==> config.mk <==
export PLATFORM = sky130hd
export DESIGN_NAME = gpu_cpu_writer
export DESIGN_NICKNAME = d
export VERILOG_FILES = /design/src/rtl/gpu_pkg.sv /design/src/rtl/gpu_cmd_fifo.sv /design/src/rtl/gpu_cpu_writer.sv
export SDC_FILE = /design/constraint.sdc
export NUM_CORES = 1
export LEC_CHECK = 0
export CAP_MARGIN = 20
export CORE_MARGIN = 3
export CORE_UTILIZATION = 54
export CTS_BUF_LIST = sky130_fd_sc_hd__clkbuf_8
export DETAILED_ROUTE_END_ITERATION = 7
export HOLD_SLACK_MARGIN = 0.1
export PLACE_DENSITY_LB_ADDON = 0.1
export SYNTH_ARGS = -nofsm -noshare
export SYNTH_HDL_FRONTEND = slang
export SYNTH_SLANG_ARGS = --single-unit
==> constraint.sdc <==
create_clock -name CLK_PIXEL -period 2.15 [get_ports CLK_PIXEL]
set_input_delay 0.43 -clock CLK_PIXEL [delete_from_list [all_inputs] [get_ports CLK_PIXEL]]
set_output_delay 0.43 -clock CLK_PIXEL [all_outputs]
set_load 0.01 [all_outputs]
==> src/rtl/gpu_pkg.sv <==
// Shared constants, register map, command codes and executor states for the GPU CPU-write front end.
// Optional hardware clear sweep is controlled by the GPU_CLEAR_EN macro in gpu_cpu_writer.
// next_cell() is the single place where cursor wrap-around at the end of the screen is defined.
package gpu_pkg;

  localparam int CELLS      = 7500;
  localparam int ADDR_W     = 13;
  localparam int DATA_W     = 3;
  localparam int FIFO_DEPTH = 4;
  localparam int CMD_W      = 6;

  localparam logic [1:0] REG_CHAR = 2'd0;
  localparam logic [1:0] REG_LOAD = 2'd1;
  localparam logic [1:0] REG_CMD  = 2'd2;
  localparam logic [1:0] REG_FILL = 2'd3;

  localparam logic [3:0] CMD_CLEAR  = 4'h1;
  localparam logic [3:0] CMD_HOME   = 4'h2;
  localparam logic [3:0] CMD_SETCUR = 4'h3;
  localparam logic [3:0] CMD_CLROVF = 4'h4;

  typedef enum logic [1:0] {
    IDLE  = 2'd0,
    WRITE = 2'd1,
    CLEAR = 2'd2
  } state_t;

  // Advance a cell index, wrapping the last visible cell back to 0.
  function automatic logic [ADDR_W-1:0] next_cell(input logic [ADDR_W-1:0] a);
    return (a == ADDR_W'(CELLS - 1)) ? '0 : a + 1'b1;
  endfunction

endpackage

==> src/rtl/gpu_cmd_fifo.sv <==
// Small synchronous command FIFO holding {register select, data nibble} entries.
// Latency: a push is visible at the head on the next cycle; pop consumes the head immediately.
// Backpressure: pushes while full are ignored (the caller flags the drop); pops while empty are ignored.
module gpu_cmd_fifo #(
  parameter int W     = 6,
  parameter int DEPTH = 4
) (
  input  logic         i_clk,
  input  logic         i_rst_n,
  input  logic         i_push,
  input  logic [W-1:0] i_dat,
  input  logic         i_pop,
  output logic [W-1:0] o_dat,
  output logic         o_full,
  output logic         o_empty
);

  localparam int AW = $clog2(DEPTH);

  logic [W-1:0] r_mem [DEPTH];
  logic [AW:0]  r_wp;
  logic [AW:0]  r_rp;
  logic         w_do_push;
  logic         w_do_pop;

  // Extra pointer bit distinguishes full from empty when the indices match.
  assign o_empty   = (r_wp == r_rp);
  assign o_full    = (r_wp[AW] != r_rp[AW]) && (r_wp[AW-1:0] == r_rp[AW-1:0]);
  assign w_do_push = i_push && !o_full;
  assign w_do_pop  = i_pop && !o_empty;
  assign o_dat     = r_mem[r_rp[AW-1:0]];

  // Pointer update; fullness is judged before this cycle's pop, so a push on a full FIFO is lost.
  always_ff @(posedge i_clk or negedge i_rst_n) begin
    if (!i_rst_n) begin
      r_wp <= '0;
      r_rp <= '0;
    end else begin
      if (w_do_push) r_wp <= r_wp + 1'b1;
      if (w_do_pop)  r_rp <= r_rp + 1'b1;
    end
  end

  // Storage array; contents are don't-care until written, so it carries no reset.
  always_ff @(posedge i_clk) begin
    if (w_do_push) r_mem[r_wp[AW-1:0]] <= i_dat;
  end

endmodule

==> src/rtl/gpu_cpu_writer.sv <==
// CPU-side framebuffer write front end: syncs 6502 strobes, queues register writes, executes them as FB writes.
// Latency: push 3 cycles after CE falls; FB_WE rises 2 cycles after the push (pop, then request).
// Backpressure: FB_WE held with stable address/data until FB_GNT; a push into a full FIFO is dropped and sets OVERFLOW.
// Macro GPU_CLEAR_EN builds the hardware clear-screen sweep; without it command 0x1 is a no-op.
module gpu_cpu_writer
  import gpu_pkg::*;
(
  input  logic              CLK_PIXEL,
  input  logic              RST,
  input  logic              CE,
  input  logic              RW,
  input  logic [1:0]        ADDR,
  input  logic [3:0]        DATA,
  output logic [ADDR_W-1:0] FB_ADDR,
  output logic [DATA_W-1:0] FB_DATA,
  output logic              FB_WE,
  input  logic              FB_GNT,
  output logic              BUSY,
  output logic              OVERFLOW
);

  logic [1:0]        r_ce_q;
  logic [1:0]        r_rw_q;
  logic [1:0]        r_addr_q1, r_addr_q2;
  logic [3:0]        r_data_q1, r_data_q2;
  logic              r_wr_d;
  logic              w_wr;
  logic              w_push;
  logic              w_pop;
  logic              w_full;
  logic              w_empty;
  logic [CMD_W-1:0]  w_head;
  logic              w_clr_ovf;

  state_t            r_state;
  logic [ADDR_W-1:0] r_cursor;
  logic [ADDR_W-1:0] r_load;
  logic [DATA_W-1:0] r_fill;
  logic [ADDR_W-1:0] r_fb_addr;
  logic [DATA_W-1:0] r_fb_data;
  logic              r_fb_we;
  logic              r_ovf;
`ifdef GPU_CLEAR_EN
  logic [ADDR_W-1:0] r_sweep;
`else
  logic              w_unused_fill;
  assign w_unused_fill = ^r_fill;
`endif

  // Two-flop synchronisers; strobes reset to their inactive (high) level so reset cannot fake a write.
  always_ff @(posedge CLK_PIXEL or negedge RST) begin
    if (!RST) begin
      r_ce_q    <= 2'b11;
      r_rw_q    <= 2'b11;
      r_addr_q1 <= '0;
      r_addr_q2 <= '0;
      r_data_q1 <= '0;
      r_data_q2 <= '0;
      r_wr_d    <= 1'b0;
    end else begin
      r_ce_q    <= {r_ce_q[0], CE};
      r_rw_q    <= {r_rw_q[0], RW};
      r_addr_q1 <= ADDR;
      r_addr_q2 <= r_addr_q1;
      r_data_q1 <= DATA;
      r_data_q2 <= r_data_q1;
      r_wr_d    <= w_wr;
    end
  end

  assign w_wr      = ~r_ce_q[1] & ~r_rw_q[1];
  assign w_push    = w_wr & ~r_wr_d;
  assign w_pop     = (r_state == IDLE) && !w_empty;
  assign w_clr_ovf = w_pop && (w_head[5:4] == REG_CMD) && (w_head[3:0] == CMD_CLROVF);

  gpu_cmd_fifo #(.W(CMD_W), .DEPTH(FIFO_DEPTH)) u_fifo (
    .i_clk   (CLK_PIXEL),
    .i_rst_n (RST),
    .i_push  (w_push),
    .i_dat   ({r_addr_q2, r_data_q2}),
    .i_pop   (w_pop),
    .o_dat   (w_head),
    .o_full  (w_full),
    .o_empty (w_empty)
  );

  // Sticky drop flag; a drop in the same cycle as a clear command wins so no drop goes unreported.
  always_ff @(posedge CLK_PIXEL or negedge RST) begin
    if (!RST)                  r_ovf <= 1'b0;
    else if (w_push && w_full) r_ovf <= 1'b1;
    else if (w_clr_ovf)        r_ovf <= 1'b0;
  end

  // Executor: decodes the FIFO head in IDLE and drives the registered framebuffer request.
  always_ff @(posedge CLK_PIXEL or negedge RST) begin
    if (!RST) begin
      r_state   <= IDLE;
      r_cursor  <= '0;
      r_load    <= '0;
      r_fill    <= '0;
      r_fb_addr <= '0;
      r_fb_data <= '0;
      r_fb_we   <= 1'b0;
`ifdef GPU_CLEAR_EN
      r_sweep   <= '0;
`endif
    end else begin
      case (r_state)
        IDLE: begin
          if (!w_empty) begin
            case (w_head[5:4])
              REG_CHAR: begin
                r_state   <= WRITE;
                r_fb_we   <= 1'b1;
                r_fb_addr <= r_cursor;
                r_fb_data <= w_head[DATA_W-1:0];
              end
              REG_LOAD: r_load <= {r_load[ADDR_W-5:0], w_head[3:0]};
              REG_CMD: begin
                case (w_head[3:0])
                  CMD_CLEAR: begin
`ifdef GPU_CLEAR_EN
                    r_state   <= CLEAR;
                    r_sweep   <= '0;
                    r_fb_we   <= 1'b1;
                    r_fb_addr <= '0;
                    r_fb_data <= r_fill;
`endif
                  end
                  CMD_HOME:   r_cursor <= '0;
                  CMD_SETCUR: r_cursor <= (r_load < ADDR_W'(CELLS)) ? r_load : '0;
                  default: ;
                endcase
              end
              default:  r_fill <= w_head[DATA_W-1:0];
            endcase
          end
        end
        WRITE: begin
          if (FB_GNT) begin
            r_cursor <= next_cell(r_cursor);
            r_fb_we  <= 1'b0;
            r_state  <= IDLE;
          end
        end
`ifdef GPU_CLEAR_EN
        CLEAR: begin
          if (FB_GNT) begin
            if (r_sweep == ADDR_W'(CELLS - 1)) begin
              r_cursor <= '0;
              r_fb_we  <= 1'b0;
              r_state  <= IDLE;
            end else begin
              r_sweep   <= r_sweep + 1'b1;
              r_fb_addr <= r_sweep + 1'b1;
            end
          end
        end
`endif
        default: begin
          r_fb_we <= 1'b0;
          r_state <= IDLE;
        end
      endcase
    end
  end

  assign FB_ADDR  = r_fb_addr;
  assign FB_DATA  = r_fb_data;
  assign FB_WE    = r_fb_we;
  assign OVERFLOW = r_ovf;
  assign BUSY     = !w_empty || (r_state != IDLE);

endmodule

Yosys cells after proc, flatten, opt, wreduce, memory -nomap -nowiden
Memories as Yosys holds them, arrays and structs flattened.
Index checks and enable logic that the tools add are counted.
{"block": "word_totals", "ff_bits": 69, "ram_bits": 24, "input_bits": 11, "output_inout_bits": 19, "word_cells": 80, "memories": 1}
{"memory": "u_fifo.r_mem", "words": 4, "word_bits": 6, "read_ports": 1, "rd_clocked_by_memory_dff": 0, "write_ports": 1, "line": "gpu_cmd_fifo.sv:20", "rtl": "logic [W-1:0] r_mem [DEPTH];"}
{"block": "classes", "add_sub_neg": 3, "n_lt_le_gt_ge": 1, "eq_ne": 15, "n_mux": 19, "n_bitwise": 6, "n_reduce_logical": 19}
{"op": "$mux W13", "count": 5}
{"op": "$pmux W13 S2", "count": 2}
{"op": "$add A13 B1 Y13 const B", "count": 1}
{"op": "$eq A13 B13 Y1 const B", "count": 1}
{"op": "$lt A13 B13 Y1 const B", "count": 1}
{"op": "$reduce_and A3 Y1", "count": 3}
{"op": "$eq A4 B2 Y1 const B", "count": 2}
{"op": "$logic_and A1 B1 Y1", "count": 7}
{"op": "$mux W1", "count": 7}
{"op": "$add A3 B1 Y3 const B", "count": 2}
{"op": "$mux W2", "count": 3}
{"op": "$reduce_bool A2 Y1", "count": 3}
{"op": "$reduce_and A5 Y1", "count": 1}
{"op": "$eq A2 B1 Y1 const B", "count": 2}
{"op": "$eq A4 B3 Y1 const B", "count": 1}
{"op": "$logic_not A2 Y1", "count": 2}
{"op": "$ne A2 B1 Y1 const B", "count": 2}
{"op": "$ne A2 B2 Y1 const B", "count": 2}
{"op": "$not A1 Y1", "count": 4}
{"op": "$pmux W2 S2", "count": 1}
{"op": "$eq A3 B3 Y1", "count": 1}
{"op": "$ne A3 B1 Y1 const B", "count": 1}
{"op": "$and A1 B1 Y1", "count": 2}
{"op": "$eq A2 B2 Y1", "count": 1}
{"op": "5 further kinds", "count": 6}

Depth between registers and ports, before layout
Gate-level depths: netlist of the first run.
{"block": "logic_depth", "depth_word": 7, "depth_mapped": 8, "ltp_nobuf": 7}

Modules after synthesis
A second synthesis of the first run with hierarchy kept.
{"block": "unflattened", "hier_cells": 278, "area_unflattened_um2": 3986.3}
{"mod": "gpu_cpu_writer", "instances": 1, "cells_per_inst": 198, "area_per_inst_um2": 2603.7, "seq_area_each_um2": 1531.5}
{"mod": "gpu_cmd_fifo", "instances": 1, "cells_per_inst": 80, "area_per_inst_um2": 1382.6, "seq_area_each_um2": 870.8}

Worst setup path after synthesis of the first run
Ideal clock, no wire load.
{"block": "synth_timing", "path_type": "register -> register", "from": "register u_fifo.r_rp[0]", "to": "register r_fb_addr[10] (netlist: FB_ADDR[10])", "setup_ns": 0.125, "t_arrival_ns": 2.044, "t_required_ns": 2.025, "setup_slack_ns": -0.019, "path_stages_with_launch": 6, "n_path_buf": 2, "period_less_slack_ns": 2.169, "cell_sequence": "dfrtp_1 > buf_6 > mux4_2 > nor3b_2 > buf_4 > mux2_2"}
{"block": "synth_via", "elab_chain_len": 3, "elab_cells_between_ends": 5, "classes_between": "eq/ne (1); bitwise (1); reduce/logical (2); memory (1)"}
{"element": "from (decl)", "line": "gpu_cmd_fifo.sv:22", "rtl": "logic [AW:0] r_rp;"}
{"element": "from (signal assigned)", "line": "gpu_cmd_fifo.sv:40", "rtl": "if (w_do_pop) r_rp <= r_rp + 1'b1;"}
{"element": "$mem_v2 Z4 W6 or $eq A3 B3 Y1 (tied branches)"}
{"element": "$logic_not A2 Y1 or $not A1 Y1 (tied branches)"}
{"element": "$reduce_and A3 Y1 (no source line) *"}
{"element": "to (signal assigned)", "line": "gpu_cpu_writer.sv:115", "rtl": "r_fb_addr <= r_cursor;"}
{"element": "to (decl)", "line": "gpu_cpu_writer.sv:39", "rtl": "logic [ADDR_W-1:0] r_fb_addr;"}
Every way passes the cells marked *; elsewhere a longest branch is shown, timed or not.
A chain may end at the register's enable or synchronous reset.

Worst setup path in the final report of the first run
{"block": "layout_timing", "from": "register u_fifo.r_rp[0]", "to": "register r_cursor[5]"}
{"block": "layout_via", "elab_chain_len": 6, "elab_cells_between_ends": 13, "classes_between": "eq/ne (7); mux (4); reduce/logical (1); memory (1)"}
{"element": "$mem_v2 Z4 W6"}
{"element": "$eq A4 B2 Y1", "line": "gpu_cpu_writer.sv:120", "rtl": "case (w_head[3:0])"}
{"element": "$pmux W13 S2", "line": "gpu_cpu_writer.sv:120"}
{"element": "$mux W13", "line": "gpu_cpu_writer.sv:111", "rtl": "case (w_head[5:4])"}
{"element": "$mux W13", "line": "gpu_cpu_writer.sv:110", "rtl": "if (!w_empty) begin"}
{"element": "$pmux W13 S2", "line": "gpu_cpu_writer.sv:108", "rtl": "case (r_state)"}
{"element": "to (signal assigned)", "line": "gpu_cpu_writer.sv:131", "rtl": "CMD_SETCUR: r_cursor <= (r_load < ADDR_W'(CELLS)) ? r_load : '0;"}
{"element": "to (signal assigned)", "line": "gpu_cpu_writer.sv:141", "rtl": "r_cursor <= next_cell(r_cursor);"}
{"element": "to (decl)", "line": "gpu_cpu_writer.sv:36", "rtl": "logic [ADDR_W-1:0] r_cursor;"}
Parallel ways exist; a longest one is shown, timed or not. The select of a mux whose other input is x is not followed.

==> results of run 1 <==
-- power groups by stage --
| stage | logic (mW) | registers (mW) | clock network, mW |
|---|---|---|---|
| final | 2.68 | 2.69 | 1.39 |
| after global placement | 2.44 | 2.68 | 0 |
| after global routing | 2.93 | 2.76 | 1.50 |
| after detailed placement | 2.51 | 2.70 | 0 |
| after CTS | 2.54 | 2.68 | 1.43 |
| after floorplan | 1.49 | 2.64 | 0 |
-- per-layer routing --
| metal | part of all wire, % | GRT usage (%) | vias to the layer above |
|---|---|---|---|
| li1 | - | - | 1116 |
| met3 | 3.6 | 5.069 | 8 |
| met5 | 0 | 0 | - |
| met2 | 54 | 33.05 | 64 |
| met1 | 41 | 23.76 | 1168 |
| met4 | 1.3 | 7.037 | 0 |
-- synth_stat cells (all sizes together), types with 2 or more instances --
| cell | number | area [um^2] |
|---|---|---|
| nand3 | 6 | 30.03 |
| nand3b | 2 | 15.01 |
| mux2i | 3 | 30.03 |
| nor2 | 13 | 48.80 |
| o21ai | 22 | 110.1 |
| xor2 | 2 | 17.52 |
| or4b | 2 | 20.02 |
| nor2b | 3 | 18.77 |
| a21oi | 8 | 40.04 |
| and2 | 4 | 25.02 |
| nor4b | 2 | 17.52 |
| edfxtp | 24 | 720.7 |
| nor4 | 3 | 25.02 |
| nor3 | 6 | 30.03 |
| and3 | 2 | 12.51 |
| dfrtp | 63 | 1577 |
| inv | 9 | 33.78 |
| mux2 | 30 | 337.8 |
| nand2 | 14 | 52.55 |
| a31oi | 3 | 25.02 |
| ha | 6 | 75.07 |
| mux4 | 5 | 112.6 |
| nor3b | 4 | 35.03 |
| xnor2 | 5 | 43.79 |
| dfstp | 4 | 105.1 |
| a221oi | 2 | 17.52 |
| a32oi | 4 | 42.55 |
| buf | 8 | 55.05 |
-- metrics by stage --
step                setup WS, ps  instance area, um^2  power (mW)  instances  utilization [%]
finish                     21.45                 4733       6.762        429            72.07
global route              -74.73                 4733       7.186        429            72.07
CTS                        2.298                 4608       6.636        424            70.17
detailed placement        -100.7                 4343       5.215        407            66.13
global placement           33.74                 4343       5.121        407            66.13
floorplan                  33.72                 3775       4.122        269                -
-- repair_timing --
action                                  CTS  global route
hold endpoints to repair                 49             0
gates cloned                              0             1
endpoints found under the setup margin    6            45
gates resized for setup                   6            28
hold buffers                              1             0
buffers inserted                          0             4
pin swaps                                 0             4
-- worst max-delay path by stage --
stage | startpoint | end | slack [ps] | cells past startpoint
6_report | u_fifo.r_rp[0] | r_cursor[5] | 20 | 6
5_1_grt | u_fifo.r_rp[0] | r_cursor[5] | -70 | 6
4_1_cts | u_fifo.r_rp[0] | BUSY | 2 | 5
3_5_place_dp | u_fifo.r_rp[0] | r_cursor[6] | -100 | 7
3_3_place_gp | u_fifo.r_rp[0] | r_cursor[5] | 30 | 5
2_1_floorplan | u_fifo.r_rp[0] | r_cursor[5] | 30 | 6
-- worst max-delay path, delay by kind of cell (launching register included) --
| family | cells | cell delay [ps] |
|---|---|---|
| multiplexers | 1 | 590 |
| AO/OA/AOI/OAI | 1 | 150 |
| AND/OR/NAND/NOR | 3 | 750 |
| buffers and inverters | 1 | 120 |
| flip-flops | 1 | 460 |
-- flip-flops by register name, indices dropped and copies added (netlist names) --
name and flops:
u_fifo.r_mem 24, FB_ADDR 13, r_cursor 13, r_load 13, r_data_q1 4, r_data_q2 4
FB_DATA 3, u_fifo.r_rp 3, u_fifo.r_wp 3, r_addr_q1 2, r_addr_q2 2, r_ce_q 2
r_rw_q 2, FB_WE 1, OVERFLOW 1, r_wr_d 1
-- logic make-up after synthesis --
group           synth area share [%]
compound gates                 7.836
xor+xnor                       1.627
fa+ha+maj                      1.992
buf+inv                        2.457
flops                          63.74
mux                            12.75
simple gates                   9.595
-- layout make-up --
type                    count  area, um^2  area share, %
multi-input cells         160        1364          28.81
flip-flops and latches     91        2405          50.81
clock inverters             7       121.4          2.564
repair buffers             60       569.3          12.03
clock buffers               9       123.9          2.617
well taps                  93       116.4          2.458
inverters                   9       33.78         0.7137
==> run summary, run 1 <==
Synth Flop Type -> dfrtp_1
Status -> finished, final reports clean
EDFF count, synth -> 24
Leakage power -> 1.929 nW
Synth cell types -> 46
Final setup viols -> 0
CP Max Fanout -> 7
CTS Sinks -> 91
Setup TNS -> 0 ps
Cell area after synthesis -> 3769 um^2
RD Place Congestion -> 0.8518
Synthesis Warnings -> 0
Antenna-violating nets left -> 0
Die height -> 89.54 um
Hold WS -> 354.6 ps
Number of global-route vias before repair -> 2,311
Sequential area share after synthesis -> 63.75%
WP data arrival -> 2420 ps
Clock power share -> 20.5%
Reg2reg start -> u_fifo.r_rp[0]
CP Class -> flip-flop to flip-flop
Req. time, crit path -> 2440 ps
Crit-path slowest cell -> mux4_2
Worst Tran Pin Value -> 554.9 ps
Fill cell count -> 440
Switching Share -> 32.49%
R2R Setup Slk -> 20 ps
Fmax -> 0.4698 GHz
Max_slew headroom -> 62.67%
Total grt overflow -> 0
Via-to-Cell Ratio -> 5.492
Critical R2R Capture -> r_cursor[5]
DIE AREA -> 8017 um^2
Fin. Hold Viols -> 0
Post-synth ARST share -> 73.63%
Layout cells sized above 1 -> 31.85%
Post-route minimum period -> 2129 ps
# diodes -> 0
Final wirelength -> 7109 um
Unrepaired setup endpoints after global routing -> yes
DR pass1 iterations -> 4
# Max-Cap Violations -> 0
Flop pwr share -> 39.8%
Net Count, Synth -> 286
Pin count of the biggest net entering global routing -> 68
Antenna violations before repair -> 0
Clk slew on worst S/H paths -> 90 ps
Die Wd -> 89.54 um
Rows -> 29
HP Class -> flip-flop to flip-flop
CP startpoint kind -> flip-flop
Most frequent cells in the layout -> dfrtp_1, mux2_2, clkdlybuf4s50_1
Internal -> 4.565 mW
Number of remaining DRC errors -> 0
H-tree depth -> 3
Hold_sp -> r_data_q1[1]
Root Buffer Master -> clkbuf_8
Sw Pwr -> 2.197 mW
Worst min-delay path endpoint -> r_data_q2[1]
Drt initial violations -> 103
Drt wl/cell -> 16.57 um
Starting density of the core -> 57.38%
Final layout net count -> 348
Most common library cell in the layout ignoring fill and taps -> dfrtp_1
DR vias -> 2,356
Tot GR Track Use -> 19.39%
CTS Buffer Depth -> 2
CTS Buf Count -> 9
CP Cell Sequence -> mux4_2 > nor2_4 > buf_4 > a32oi_4 > or4b_1 > nand4_1
Setup crit end kind -> flip-flop
Path depth of the worst reg2reg path -> 6
Syn Inst Count -> 269
Core ar. -> 6568 um^2
Power per Cell Area -> 1429 nW/um^2
Fin crit share -> 99.00%
Min-Delay Path Depth -> 0
Area delta synth->final -> 25.60%
First-pass GRT wire length -> 11,400 um
Worst-Skew Late Latency -> 350 ps
Max incr delay on CP -> 590 ps
Pins Over Slew Limit -> 0
Max IR drop VDD -> 0.0007535 V
Worst Clk Skew -> 7.660 ps
Logic pwr share -> 39.7%
#FFs+latches synth -> 91
Syn Area/Cell -> 14.01 um^2
Port bufs -> 29
CTS tree -> done
DPL Wire Length -> 4864 um
Boundary Pins -> 30
Power figures use the tool's default switching activity.
==> run 2, diff against run 1 <==
--- a/config.mk
+++ b/config.mk
@@ -5,9 +5,10 @@
 export SDC_FILE = /design/constraint.sdc
 export NUM_CORES = 1
 export LEC_CHECK = 0
+export ABC_AREA = 1
 export CAP_MARGIN = 20
 export CORE_MARGIN = 3
-export CORE_UTILIZATION = 54
+export CORE_UTILIZATION = 55
 export CTS_BUF_LIST = sky130_fd_sc_hd__clkbuf_8
 export DETAILED_ROUTE_END_ITERATION = 7
 export HOLD_SLACK_MARGIN = 0.1
==> run 2 against run 1 <==
Against the previous run:
- sequential cell count stayed put
- worst setup slack better by 43 ps
- sequential share of layout area is 0.96 points lower
- cell area is 1.9% higher
- clock power is 13% lower
- maximum frequency is 2.1% higher
- clock skew hardly changed
- worst hold slack better by 2.2 ps
- register-to-register slack better by 280 ps
- total power is 10% lower
- critical path type is now flip-flop to output port
- largest power group unchanged
==> run summary, run 2 <==
Status -> finished, final reports clean
H-tree depth -> 3
Die height -> 93.51 um
Syn Area/Cell -> 8.980 um^2
Sequential area share after synthesis -> 57.04%
Final wirelength -> 8554 um
Synth cell types -> 28
Area delta synth->final -> 14.56%
Antenna-violating nets left -> 0
Worst Clk Skew -> 8.153 ps
DPL Wire Length -> 5922 um
WP data arrival -> 1660 ps
Post-Place Cells -> 589
CP startpoint kind -> flip-flop
CP Max Fanout -> 4
RD Place Congestion -> 0.8705
Number of remaining DRC errors -> 0
#FFs+latches synth -> 91
Most common library cell in the layout ignoring fill and taps -> nand2_1
Antenna violations before repair -> 0
Synthesis Warnings -> 0
Largest register FFs -> 24
First-pass GRT wire length -> 14,710 um
Share of the synthesized area in the top cell type -> 37.43%
Tot GR Track Use -> 21.70%
Via-to-Cell Ratio -> 5.163
Worst-Skew Late Latency -> 360 ps
Dominant cell type by area after synthesis -> dfrtp_1
Port bufs -> 29
Fin. Hold Viols -> 0
Starting density of the core -> 57.45%
Fill cell count -> 609
Setup crit end kind -> output port
Post-synth ARST share -> 73.63%
Pin count of the biggest net entering global routing -> 68
CP Class -> flip-flop to output port
Req. time, crit path -> 1720 ps
DR pass1 iterations -> 5
Fmax -> 0.4796 GHz
CTS Buf Count -> 9
Top cells by area, synth -> dfrtp_1, edfxtp_1, nand2_1
Crit-path slowest cell -> clkdlybuf4s50_1
Number of global-route vias before repair -> 3,048
Final layout net count -> 522
Power per Cell Area -> 1261 nW/um^2
Net Count, Synth -> 486
# Max-Cap Violations -> 0
Cell area after synthesis -> 4212 um^2
Final setup viols -> 0
Final core occ -> 65.81%
Leakage power -> 2.326 nW
CTS Sinks -> 91
CTS Buffer Depth -> 2
Pins Over Slew Limit -> 0
Post-route minimum period -> 2085 ps
Core ar. -> 7331 um^2
Setup TNS -> 0 ps
Layout cells sized above 1 -> 11.18%
DIE AREA -> 8743 um^2
Max_slew headroom -> 64.45%
Total grt overflow -> 0
Worst Setup Slack, final -> 64.79 ps
Most frequent cells in the layout -> nand2_1, dfrtp_1, inv_1
Worst slack, placed -> 275.8 ps
Clk slew on worst S/H paths -> 100 ps
Drt wl/cell -> 14.05 um
CTS tree -> done
Drt initial violations -> 257
Rows -> 31
Boundary Pins -> 30
Synth Flop Type -> dfrtp_1
Synth top cells by count -> nand2_1, dfrtp_1, inv_1, nand3_1, nor2_1
Fin crit share -> 96.99%
Count leader, synth -> nand2_1
Unrepaired setup endpoints after global routing -> no
Die Wd -> 93.51 um
EDFF count, synth -> 24
Max incr delay on CP -> 500 ps
# diodes -> 0
Finished Layout Cells -> 609
DR vias -> 3,144
Syn Inst Count -> 469
Worst Tran Pin Value -> 531.9 ps
CP Cell Sequence -> xnor2_2 > nand4_1 > clkdlybuf4s50_1
HP Class -> flip-flop to flip-flop
Max IR drop VDD -> 0.0006193 V
Root Buffer Master -> clkbuf_8
[run 2: cell types whose count changed after synthesis, moves of 6 or more]
cell	change
nor2_1	+17
a21oi_1	-6
mux2_2	-30
inv_1	+40
nand3_1	+41
nand2_1	+139
nand2_2	+7
o21ai_0	+7
[run 2: timing repair]
item | 4_1_cts | 5_1_grt
hold buffers | 1 | 0
pin swaps | 0 | 1
resized for setup | 2 | 1
setup endpoints to repair | 1 | 1
endpoints found under the hold margin | 63 | 0
buffers inserted | 2 | 1
[run 2: worst max-delay path: cells and delay by family, from the launching register on]
kind	cells	cell delay [ps]
XOR/XNOR	1	210
flip-flops	1	460
AND/OR/NAND/NOR	1	120
buffers and inverters	1	500
[run 2: cell families (layout without fill, tap and decap cells)]
logic type | after synthesis | after routing | share of synthesized area, %
AND/OR/NAND/NOR | 257 | 257 | 26.65
adder cells (fa/ha/maj) | 6 | 6 | 1.782
flip-flops | 91 | 91 | 57.04
AO/OA/AOI/OAI | 32 | 32 | 3.862
XOR/XNOR | 12 | 12 | 2.852
buffers and inverters | 71 | 112 | 7.813
[run 2: report_power, final]
part / total [mW] / leakage (nW) / switching, mW / internal (mW)
Combinational: 2.38 / 1.15 / 1.47 / 0.914
Sequential: 2.49 / 1.07 / 0.321 / 2.17
Clock: 1.21 / 0.108 / 0.652 / 0.562
[run 2: path summary, 6_finish.rpt]
path | from | to | slack (ps) | cells after the start
max | u_fifo.r_wp[1] | BUSY | 60 | 3
min reg2reg | r_data_q1[1] | r_data_q2[1] | 360 | 0
min in group asynchronous | RST | r_addr_q2[0] | 600 | 3
max in group asynchronous | RST | r_rw_q[0] | 1180 | 3
min | r_data_q1[1] | r_data_q2[1] | 360 | 0
max reg2reg | u_fifo.r_wp[0] | u_fifo.r_mem[3][3] | 300 | 6
[run 2: routing by layer]
metal	global-route usage [%]	share of wire, %	wire length (um)
met1	31.99	47	4033
met4	6.960	1.3	108
met3	4.023	5.7	484
met2	32.58	46	3928
met5	0	0	0
[run 2: through the flow]
step                cell area [um^2]  power, mW  hold WS [ps]
floorplan                       4212      4.183         134.4
global placement                4574      4.749         332.7
detailed placement              4574      4.807         335.5
CTS                             4810      6.081         357.2
global route                    4825      6.560         368.7
finish                          4825      6.082         356.8
[run 2: cell type report]
class	count	area, um^2	share of cell area, %
clock inverters	7	83.83	1.738
repair buffers	42	397.9	8.247
inverters	54	202.7	4.201
flip-flops and latches	91	2405	49.84
well taps	99	123.9	2.567
clock buffers	9	123.9	2.567
multi-input cells	307	1488	30.84
==> run 3, diff against run 2 <==
--- a/config.mk
+++ b/config.mk
@@ -7,7 +7,6 @@
 export LEC_CHECK = 0
 export ABC_AREA = 1
 export CAP_MARGIN = 20
-export CORE_MARGIN = 3
 export CORE_UTILIZATION = 55
 export CTS_BUF_LIST = sky130_fd_sc_hd__clkbuf_8
 export DETAILED_ROUTE_END_ITERATION = 7
==> run 3 against run 2 <==
Against the previous run:
- die area shrank 8.4%
- total power up 2.4%
- cell area increased by 0.99%
- global-route usage rose by 0.99 points
- sequential share of layout area fell by 0.49 points
- critical endpoint unchanged
==> run summary, run 3 (synthesis results as in run 2) <==
Fin crit share -> 96.71%
Root Buffer Master -> clkbuf_8
Post-route minimum period -> 2079 ps
CP startpoint kind -> flip-flop
Final setup viols -> 0
Path depth of the worst reg2reg path -> 10
CP startpoint -> u_fifo.r_rp[1]
CTS Sinks -> 91
CTS Buf Count -> 9
Pins Over Slew Limit -> 0
Max IR drop VDD -> 0.0006275 V
Most frequent cells in the layout -> nand2_1, dfrtp_1, inv_1
Fmax -> 0.4809 GHz
# diodes -> 0
Critical R2R Capture -> FB_ADDR[4]
Boundary Pins -> 30
Finished Layout Cells -> 611
Setup crit end -> BUSY
HP Class -> flip-flop to flip-flop
Drt wl/cell -> 13.51 um
Max_slew headroom -> 62.35%
Worst Tran Pin Value -> 564.8 ps
DPL Wire Length -> 5916 um
Leakage power -> 2.343 nW
Delay-heaviest family, CP -> buffers and inverters
Starting density of the core -> 57.45%
Crit. path cell count -> 3
Post-Place Cells -> 590
First-pass GRT wire length -> 13,660 um
DIE AREA -> 8011 um^2
# Max-Cap Violations -> 0
Final wirelength -> 8257 um
Worst-Skew Late Latency -> 350 ps
Final layout net count -> 524
Drt initial violations -> 243
H-tree depth -> 3
CP Max Fanout -> 6
Core ar. -> 7331 um^2
Rows -> 31
Area delta synth->final -> 15.69%
Status -> finished, final reports clean
Most common library cell in the layout ignoring fill and taps -> nand2_1
CTS Buffer Depth -> 2
Die Wd -> 89.51 um
RD Place Congestion -> 0.9215
Number of remaining DRC errors -> 0
Unrepaired setup endpoints after global routing -> no
Layout cells sized above 1 -> 11.33%
Number of global-route vias before repair -> 2,885
Tot GR Track Use -> 22.68%
Port bufs -> 29
Die height -> 89.51 um
Power per Cell Area -> 1279 nW/um^2
Largest register FFs -> 24
CP Class -> flip-flop to output port
CP Cell Sequence -> xnor2_2 > nand4_1 > clkdlybuf4s50_1
Final Power -> 6.229 mW
Clk slew on worst S/H paths -> 90 ps
Crit path buffers/inverters -> 1
Fin. Hold Viols -> 0
Setup crit end kind -> output port
Pin count of the biggest net entering global routing -> 30
CTS tree -> done
Setup TNS -> 0 ps
WP data arrival -> 1650 ps
R2R Setup Slk -> 240 ps
Via-to-Cell Ratio -> 5.098
Antenna violations before repair -> 0
Worst Clk Skew -> 11.67 ps
DR vias -> 3,115
Max incr delay on CP -> 500 ps
Reg2reg start -> u_fifo.r_rp[1]
Crit-path slowest cell -> clkdlybuf4s50_1
Total grt overflow -> 0
DR pass1 iterations -> 4
Antenna-violating nets left -> 0
Req. time, crit path -> 1720 ps
## run 3: cell types whose count changed in the layout (fill, tap and decap cells not counted), sizes merged
cell      previous run  this run
buf                 13        15
bufinv               1         3
clkinv               3         2
clkinvlp             0         1
inv                 57        55
## run 3: worst min path at each step
stage                             from      endpoint  cells past startpoint
final                     r_addr_q1[0]  r_addr_q2[0]                      0
after detailed placement  r_addr_q1[0]  r_addr_q2[0]                      0
after global routing      r_addr_q1[0]  r_addr_q2[0]                      0
after floorplan                    RST    FB_ADDR[0]                      0
after global placement    r_data_q1[2]  r_data_q2[2]                      0
after CTS                 r_addr_q1[1]  r_addr_q2[1]                      0
## run 3: worst register-to-register path: cells and delay by family, from the launching register on
family,cells,cell delay (ps)
compound gates,1,90
buf+inv,4,650
simple gates,5,580
flops,1,480
## run 3: cell type report
class	instances	area, um^2
clock buffer	9	123.9
clock inverter	7	123.9
fill	586	2459
inverter	54	202.7
tap	99	123.9
multi-input combinational	307	1480
timing repair buffer	44	412.9
sequential	91	2405
## run 3: metrics by stage
| step | util, % | hold slack [ps] | setup slack, ps | area, um^2 |
|---|---|---|---|---|
| 2_1_floorplan | - | 134.4 | 517.3 | 4212 |
| 3_3_place_gp | 62.50 | 332.5 | 363.8 | 4582 |
| 3_5_place_dp | 62.50 | 336.3 | 269.2 | 4582 |
| 4_1_cts | 66.15 | 357.4 | 28.47 | 4850 |
| 5_1_grt | 66.46 | 360.0 | 5.805 | 4872 |
| 6_report | 66.46 | 355.6 | 70.68 | 4872 |
## run 3: repair_timing
item,CTS,global route
gates resized for setup,2,0
setup buffers,1,3
hold endpoints to repair,18,0
hold buffers,1,0
setup endpoints to repair,1,1
pin swaps,0,0
## run 3: power by group
part / total [mW] / switching (mW) / leakage, nW / internal [mW]
combinational: 2.34 / 1.44 / 1.15 / 0.893
clock: 1.39 / 0.613 / 0.120 / 0.782
sequential: 2.50 / 0.330 / 1.07 / 2.17
total: 6.23 / 2.39 / 2.34 / 3.84
## run 3: metal layers
metal / GRT usage [%] / share of wire, % / wire (um)
met2: 33.10 / 44 / 3660
met5: 0 / 0 / 0
met1: 34.67 / 50 / 4133
met3: 3.416 / 4.2 / 348
met4: 7.648 / 1.4 / 115
